**config.mk**
```make
export PLATFORM = sky130hd
export DESIGN_NAME = x2_bist_driver
export DESIGN_NICKNAME = d
export VERILOG_FILES = /design/src/rtl/x2_bist_pkg.sv /design/src/rtl/x2_bist_misr.sv /design/src/rtl/x2_bist_driver.sv
export SDC_FILE = /design/constraint.sdc
export NUM_CORES = 1
export LEC_CHECK = 0
export CAP_MARGIN = 40
export CORE_MARGIN = 4
export CORE_UTILIZATION = 52
export CTS_CLUSTER_SIZE = 8
export DETAILED_ROUTE_END_ITERATION = 8
export GPL_TIMING_DRIVEN = 0
export PLACE_DENSITY = 0.95
export SLEW_MARGIN = 20
export SYNTH_ARGS = -nofsm -noshare
export SYNTH_HDL_FRONTEND = slang
export SYNTH_HIERARCHICAL = 1
export SYNTH_SLANG_ARGS = --single-unit
```
**constraint.sdc**
```tcl
create_clock -name clock_i -period 4.21 [get_ports clock_i]
set_input_delay 0.6315 -clock clock_i [delete_from_list [all_inputs] [get_ports clock_i]]
set_output_delay 0.6315 -clock clock_i [all_outputs]
set_load 0.005 [all_outputs]
```
**src/rtl/x2_bist_pkg.sv**
```systemverilog
// x2_bist_pkg: shared state codes, LFSR/MISR taps and response bit order
// for the x2 decode self-test wrapper.
package x2_bist_pkg;
    typedef logic [1:0] state_t;
    localparam state_t S_IDLE  = 2'd0;
    localparam state_t S_RUN   = 2'd1;
    localparam state_t S_DRAIN = 2'd2;
    localparam state_t S_DONE  = 2'd3;
    localparam int LFSR_TAP_HI = 9;
    localparam int LFSR_TAP_LO = 6;
    localparam int MISR_TAP_HI = 6;
    localparam int MISR_TAP_LO = 5;
    // pk lands on this response bit, pl..pq follow toward bit 0
    localparam int RESP_PK_BIT = 6;

    function automatic logic [9:0] lfsr_next(input logic [9:0] s);
        return {s[8:0], s[LFSR_TAP_HI] ^ s[LFSR_TAP_LO]};
    endfunction
endpackage

```
**src/rtl/x2_bist_misr.sv**
```systemverilog
// x2_bist_misr: 7-bit multiple-input signature register with load and enable,
// reusable for any 7-output decode benchmark.
module x2_bist_misr
    import x2_bist_pkg::*;
#(
    parameter logic [6:0] SEED = 7'h00
) (
    input  logic       clock_i,
    input  logic       reset_n_i,
    input  logic       load_i,
    input  logic       en_i,
    input  logic [6:0] data_i,
    output logic [6:0] sig_o
);
    logic [6:0] sig_q, sig_d;

    always_comb begin
        sig_d = sig_q;
        if (load_i)
            sig_d = SEED;
        else if (en_i)
            sig_d = {sig_q[5:0], sig_q[MISR_TAP_HI] ^ sig_q[MISR_TAP_LO]} ^ data_i;
    end

    always_ff @(posedge clock_i) begin
        if (!reset_n_i)
            sig_q <= SEED;
        else
            sig_q <= sig_d;
    end

    assign sig_o = sig_q;
endmodule

```
**src/rtl/x2_bist_driver.sv**
```systemverilog
// x2_bist_driver: drives LFSR vectors onto an x2 decode block and compacts
// its delayed responses into a MISR signature.
module x2_bist_driver
    import x2_bist_pkg::*;
#(
    parameter int         NUM_PATTERNS = 1023,
    parameter logic [9:0] LFSR_SEED    = 10'h001,
    parameter logic [6:0] MISR_SEED    = 7'h00,
    parameter int         RESP_LATENCY = 1
) (
    input  logic       clock_i,
    input  logic       reset_n_i,
    input  logic       start_i,
    input  logic       abort_i,
    input  logic [9:0] seed_in_i,
    output logic       pa_o,
    output logic       pb_o,
    output logic       pc_o,
    output logic       pd_o,
    output logic       pe_o,
    output logic       pf_o,
    output logic       pg_o,
    output logic       ph_o,
    output logic       pi_o,
    output logic       pj_o,
    input  logic       pk_i,
    input  logic       pl_i,
    input  logic       pm_i,
    input  logic       pn_i,
    input  logic       po_i,
    input  logic       pp_i,
    input  logic       pq_i,
    output logic       busy_o,
    output logic       done_o,
    output logic [6:0] signature_o,
    output logic [9:0] pattern_count_o
);
    localparam logic [9:0] NUM = 10'(NUM_PATTERNS);

    state_t                  state_q, state_d;
    logic [9:0]              lfsr_q, lfsr_d, cnt_q, cnt_d;
    logic [RESP_LATENCY-1:0] vld_q, vld_d;
    logic                    busy_q, busy_d, done_q, done_d;
    logic [6:0]              resp;
    logic [9:0]              seed;
    logic                    go, cnt_end, issue, samp, last;

    assign resp[RESP_PK_BIT -: 7] = {pk_i, pl_i, pm_i, pn_i, po_i, pp_i, pq_i};
    assign seed    = (seed_in_i == 10'd0) ? LFSR_SEED : seed_in_i;
    assign go      = !abort_i && start_i && (state_q == S_IDLE || state_q == S_DONE);
    assign cnt_end = (state_q == S_RUN) && (cnt_q + 10'd1 == NUM);
    assign issue   = go || (!abort_i && state_q == S_RUN && !cnt_end);
    assign samp    = !abort_i && vld_q[RESP_LATENCY-1];
    // one valid bit per vector in flight; the run ends when the line empties
    assign vld_d   = abort_i ? '0 : RESP_LATENCY'({vld_q, issue});
    assign last    = samp && (vld_d == '0);

    always_comb begin
        state_d = state_q;
        lfsr_d  = lfsr_q;
        cnt_d   = cnt_q;
        busy_d  = busy_q;
        done_d  = done_q;
        if (abort_i) begin
            state_d = S_IDLE;
            lfsr_d  = '0;
            busy_d  = 1'b0;
            done_d  = 1'b0;
        end else if (go) begin
            state_d = S_RUN;
            lfsr_d  = seed;
            cnt_d   = '0;
            busy_d  = 1'b1;
            done_d  = 1'b0;
        end else begin
            if (state_q == S_RUN) begin
                cnt_d   = (cnt_q == NUM) ? cnt_q : cnt_q + 10'd1;
                lfsr_d  = cnt_end ? lfsr_q : lfsr_next(lfsr_q);
                state_d = cnt_end ? S_DRAIN : S_RUN;
            end
            if (last) begin
                state_d = S_DONE;
                lfsr_d  = '0;
                busy_d  = 1'b0;
                done_d  = 1'b1;
            end
        end
    end

    always_ff @(posedge clock_i) begin
        if (!reset_n_i) begin
            state_q <= S_IDLE;
            lfsr_q  <= '0;
            cnt_q   <= '0;
            vld_q   <= '0;
            busy_q  <= 1'b0;
            done_q  <= 1'b0;
        end else begin
            state_q <= state_d;
            lfsr_q  <= lfsr_d;
            cnt_q   <= cnt_d;
            vld_q   <= vld_d;
            busy_q  <= busy_d;
            done_q  <= done_d;
        end
    end

    x2_bist_misr #(.SEED(MISR_SEED)) u_misr (
        .clock_i  (clock_i),
        .reset_n_i(reset_n_i),
        .load_i   (go),
        .en_i     (samp),
        .data_i   (resp),
        .sig_o    (signature_o)
    );

    assign {pa_o, pb_o, pc_o, pd_o, pe_o, pf_o, pg_o, ph_o, pi_o, pj_o} = lfsr_q;
    assign busy_o          = busy_q;
    assign done_o          = done_q;
    assign pattern_count_o = cnt_q;
endmodule

```
# Word level (Yosys, flattened, before mapping)
# Index checks and enable logic that the tools add are counted.
# W data, S select, Z words.
# word_totals
wordCells	58
inputBits	21
ff_bits	32
out_inout_bits	29
# op_classes
n_eq_ne	6
reduce_logical	22
n_mux	15
n_bitwise	6
addsub	1
# ops
cell	count
$mux W10	8
$eq A10 B10 Y1 const B	2
$add A10 B1 Y10 const B	1
$logic_not A10 Y1	1
$logic_and A1 B1 Y1	7
$xor A7 B7 Y7	1
$mux W2	3
$reduce_bool A2 Y1	3
$mux W1	4
$reduce_or A2 Y1	2
$ne A3 B2 Y1 const B	1
$not A1 Y1	3
$reduce_and A3 Y1	1
$reduce_bool A3 Y1	1
$reduce_or A3 Y1	1
$eq A2 B1 Y1 const B	1
$eq A2 B2 Y1 const B	1
$logic_not A1 Y1	2
$logic_not A2 Y1	1
$logic_or A1 B1 Y1	2
$ne A2 B2 Y1 const B	1
$reduce_and A2 Y1	1
$xor A1 B1 Y1	2

# Logic depth before layout (Yosys ltp)
# logic_depth
ltp_word	11
depth_mapped	11
depth_no_buf	9

# By module
# Netlist, hierarchy kept.
# modules_own_cells
mod	seq_area_each_um2	area_each_um2	cells_each	n_inst
x2_bist_driver	500.5	1560.2	194	1
x2_bist_misr	140.1	311.5	30	1

# Least setup slack after synthesis
# No wires, ideal clock.
# synth_path
path_kind	input to register
from	input start_i
to	register u_misr.sig_q[0] (netlist: u_misr/sig_o[0])
setup_ps	121
required_time_ps	4089
cell_stages	7
path_slack_ps	2074
path_buffers	2
arrival_time_ps	2014
cell_sequence	nand2_1 > or2_2 > clkbuf_1 > inv_1 > clkbuf_1 > nand2b_1 > nor2_1
# synth_via
elab_chain_cells	3
# synth_rtl
element	line	text
from (decl)	x2_bist_driver.sv:13	input logic start_i,
$logic_and A1 B1 Y1 (2 in series)	x2_bist_driver.sv:50	assign go = !abort_i && start_i && (state_q == S_IDLE || state_q == S_DONE);
net go	x2_bist_driver.sv:46	logic go, cnt_end, issue, samp, last;
$reduce_or A2 Y1 (no line)	--	
to (signal assigned)	x2_bist_misr.sv:29	sig_q <= sig_d;
to (decl)	x2_bist_misr.sv:15	logic [6:0] sig_q, sig_d;
# The timed path passes the listed nets, and every way through them passes these cells.
# A chain may end at the register's enable or synchronous reset.

# Worst setup path in the final report
# layout_path
from	input start_i
to	register u_misr.sig_q[4] (netlist: u_misr/sig_o[4])
# Same word-level chain as after synthesis.

==> qor.yml <==
detailed_routing:
  first_pass_iters: 4
  vias: 1928
  routed_wl_mm: 4.92
  drcViolationCount: 0
  routedWlPerCell_um: 15.0
  drtIter0Drc: 168
  ant_nets: 0
  viasPerCell: 5.90
timing:
  hold_violations: 0
  slew_headroom_pct: 49.0
  max_freq_ghz: 0.379
  finalWorstSetupSlack_ns: 1.57
  rsz0062_at_grt: "no"
  timing.final.crit_share_pct: 62.7
  finalSetupViolCount: 0
  skew_ns: 0.0111
  slew_viol_final: 0
  timing.final.crit_period_ns: 2.64
  max_slew.worst_pin.slew_ns: 0.765
  setup_tns_ns: 0
power:
  cellPowerDensity_nw_per_um2: 279
  peakVddDrop_mv: 0.250
  power_mw: 0.702
  p_leak_nw: 0.923
hold_path:
  hold_path.class: "reg2reg"
  hold_path_depth: 2
floorplan:
  ioPinCount: 50
  start_util_pct: 54.8
  die_w_um: 68.0
  core_area_um2: 3420
  rows: 21
  die_y_um: 68.0
  dieArea_um2: 4620
setup_path:
  critical_path.n_buffers_inverters: 4
  cp_max_fo: 10
  slowest_delay_ns: 0.51
  cp_cell_sequence: "clkdlybuf4s50_1 -> nand2_1 -> or2_2 -> clkbuf_1 -> inv_1 -> clkbuf_1 -> nand2b_1 -> a211oi_1"
  crit_type: "in2reg"
  crit_path_end_kind: "register"
  crit_path_top_delay_cell: "clkbuf_1"
  cp_data_required_time_ns: 4.43
  cp-start-kind: "primary input"
  cp_common_cell: "clkbuf_1"
  ff2ff_path_depth: 8
  cp_top_family: "buffers and inverters"
  cp_num_cells: 8
  cp.arrival_ns: 2.86
global_routing:
  grt_antenna_before_repair: 0
  grt_usage_pct: 22.6
  grt_max_degree: 14
  grt_pass1_wl_mm: 7.89
  grt_pass1_vias: 1788
  overflow: 0
synthesis:
  synth.distinct_cells: 46
  ys_warn_count: 6
  ys.flop_type: "dfxtp_1"
  synthCells: 224
  ys_seq_area_share_pct: 34.2
  async_reset_ff_share_pct: 0
  avgSynthCellArea_um2: 8.36
  ys_ff_latch: 32
  syn_nets: 248
  synth_area_um2: 1870
  synth_edf_count: 0
  yosys.area.top_type: "dfxtp_1"
  synth_top_area_share_pct: 34.2
  netlist_top_cells_area: "dfxtp_1 (34%), o41ai_2 (7.8%), a21oi_1 (5.1%)"
outcome:
  status: "finished, final reports clean"
cts:
  cts.path.max_buffers: 2
  cts_hold_repair.buffers: 0
  cts_setup_buffers: 0
  cts_max_level: 2
  cts_resized: 0
  clock_latency_ns: 0.34
  numCtsBuffers: 5
  cts_root_buffer: "clkbuf_4"
  clk_pin_slew_ns: 0.10
  cts_sinks: 32
  cts_tree: "done"
finish:
  finish.utilization_pct: 73.6
  drive_gt1_share_pct: 9.61
  final_cell_mix: "clkdlybuf4s50_1 (49), dfxtp_1 (32), nand2_1 (25)"
  diodes: 0
  final_common_cell: "clkdlybuf4s50_1"
  fin_nets: 304
  synthToLayoutAreaGrowth_pct: 34.4
  design_area_um2: 2510
placed_design:
  globalplace.congestion: 0.840
  post-place-ws_ns: 1.23
  place_area_um2: 2420
  portBuffers: 49
  dp_hpwl_mm: 3.45
run:
  cap_viol_max_count: 0
power breakdown:
part | internal (mW) | switching (mW)
Combinational | 0.0584 | 0.0584
Clock | 0.158 | 0.108
Sequential | 0.311 | 0.00852
Total | 0.527 | 0.175
Yosys cell counts, types with 2 or more instances:
cell,instances
nand3_1,14
nand2b_1,5
a21boi_0,3
ha_1,3
and3_1,4
nand3_2,2
o21ai_0,9
nand4_1,2
nor4_1,2
dfxtp_1,32
nand2_1,25
nor2b_1,7
nor2_1,16
o41ai_2,9
a21oi_1,19
buf_1,2
buf_2,2
xor2_1,3
a211oi_1,7
mux2i_1,2
inv_1,5
a31oi_1,13
xnor2_1,7
o21a_1,2
nor3_1,3
clkbuf_1,6
layout make-up:
type                    instances  area, um^2
fillers                       271         901
clock inverters                 1        30.0
flip-flops and latches         32         641
plain buffers                  12        58.8
inverters                       5        18.8
multi-input cells             175        1150
clock buffers                   7        65.1
repair buffers                 49         490
well taps                      46        57.6
through the flow:
stage / hold slack, ns / cells
after floorplan: 0.454 / 224
after global placement: 0.465 / 319
after detailed placement: 0.462 / 319
after CTS: 0.484 / 327
after global routing: 0.511 / 327
final: 0.481 / 327
sequential cells by signal (all words and copies together) (netlist names):
register / count
busy_o: 1
done_o: 1
vld_q: 1
u_misr/sig_o: 7
pattern_count_o: 10
lfsr_q: 10
state_q: 2
path summary, 6_finish.rpt:
kind | slack (ns) | startpoint | endpoint
setup reg to reg | 1.66 | pattern_count_o[1] | lfsr_q[2]
hold reg to reg | 0.48 | done_o | done_o
setup / recovery | 1.57 | start_i | u_misr/sig_o[4]
hold / removal | 0.48 | done_o | done_o
logic make-up after synthesis:
group | after synthesis | synth area share (%)
xor gates and xnor gates | 11 | 5.95
adders and majority gates | 3 | 2.01
buffers and inverters | 17 | 4.14
AOI/OAI and AO/OA | 72 | 29.0
and+or+nand+nor | 87 | 23.6
muxes | 2 | 1.07
DFF | 32 | 34.2
worst register-to-register path: cells and delay by family, from the launching register on:
kind | cells | cell delay [ns]
adder cells (fa/ha/maj) | 1 | 0.40
AO/OA/AOI/OAI | 6 | 1.31
flip-flops | 1 | 0.54
buffers and inverters | 1 | 0.23
layer usage:
metal | global-route usage (%) | share of wire (%)
met1 | 26.9 | 45
met5 | 0 | 0
met2 | 38.3 | 48
met4 | 7.44 | 1.0
met3 | 7.22 | 5.6
(Power assumes the default switching activity.)
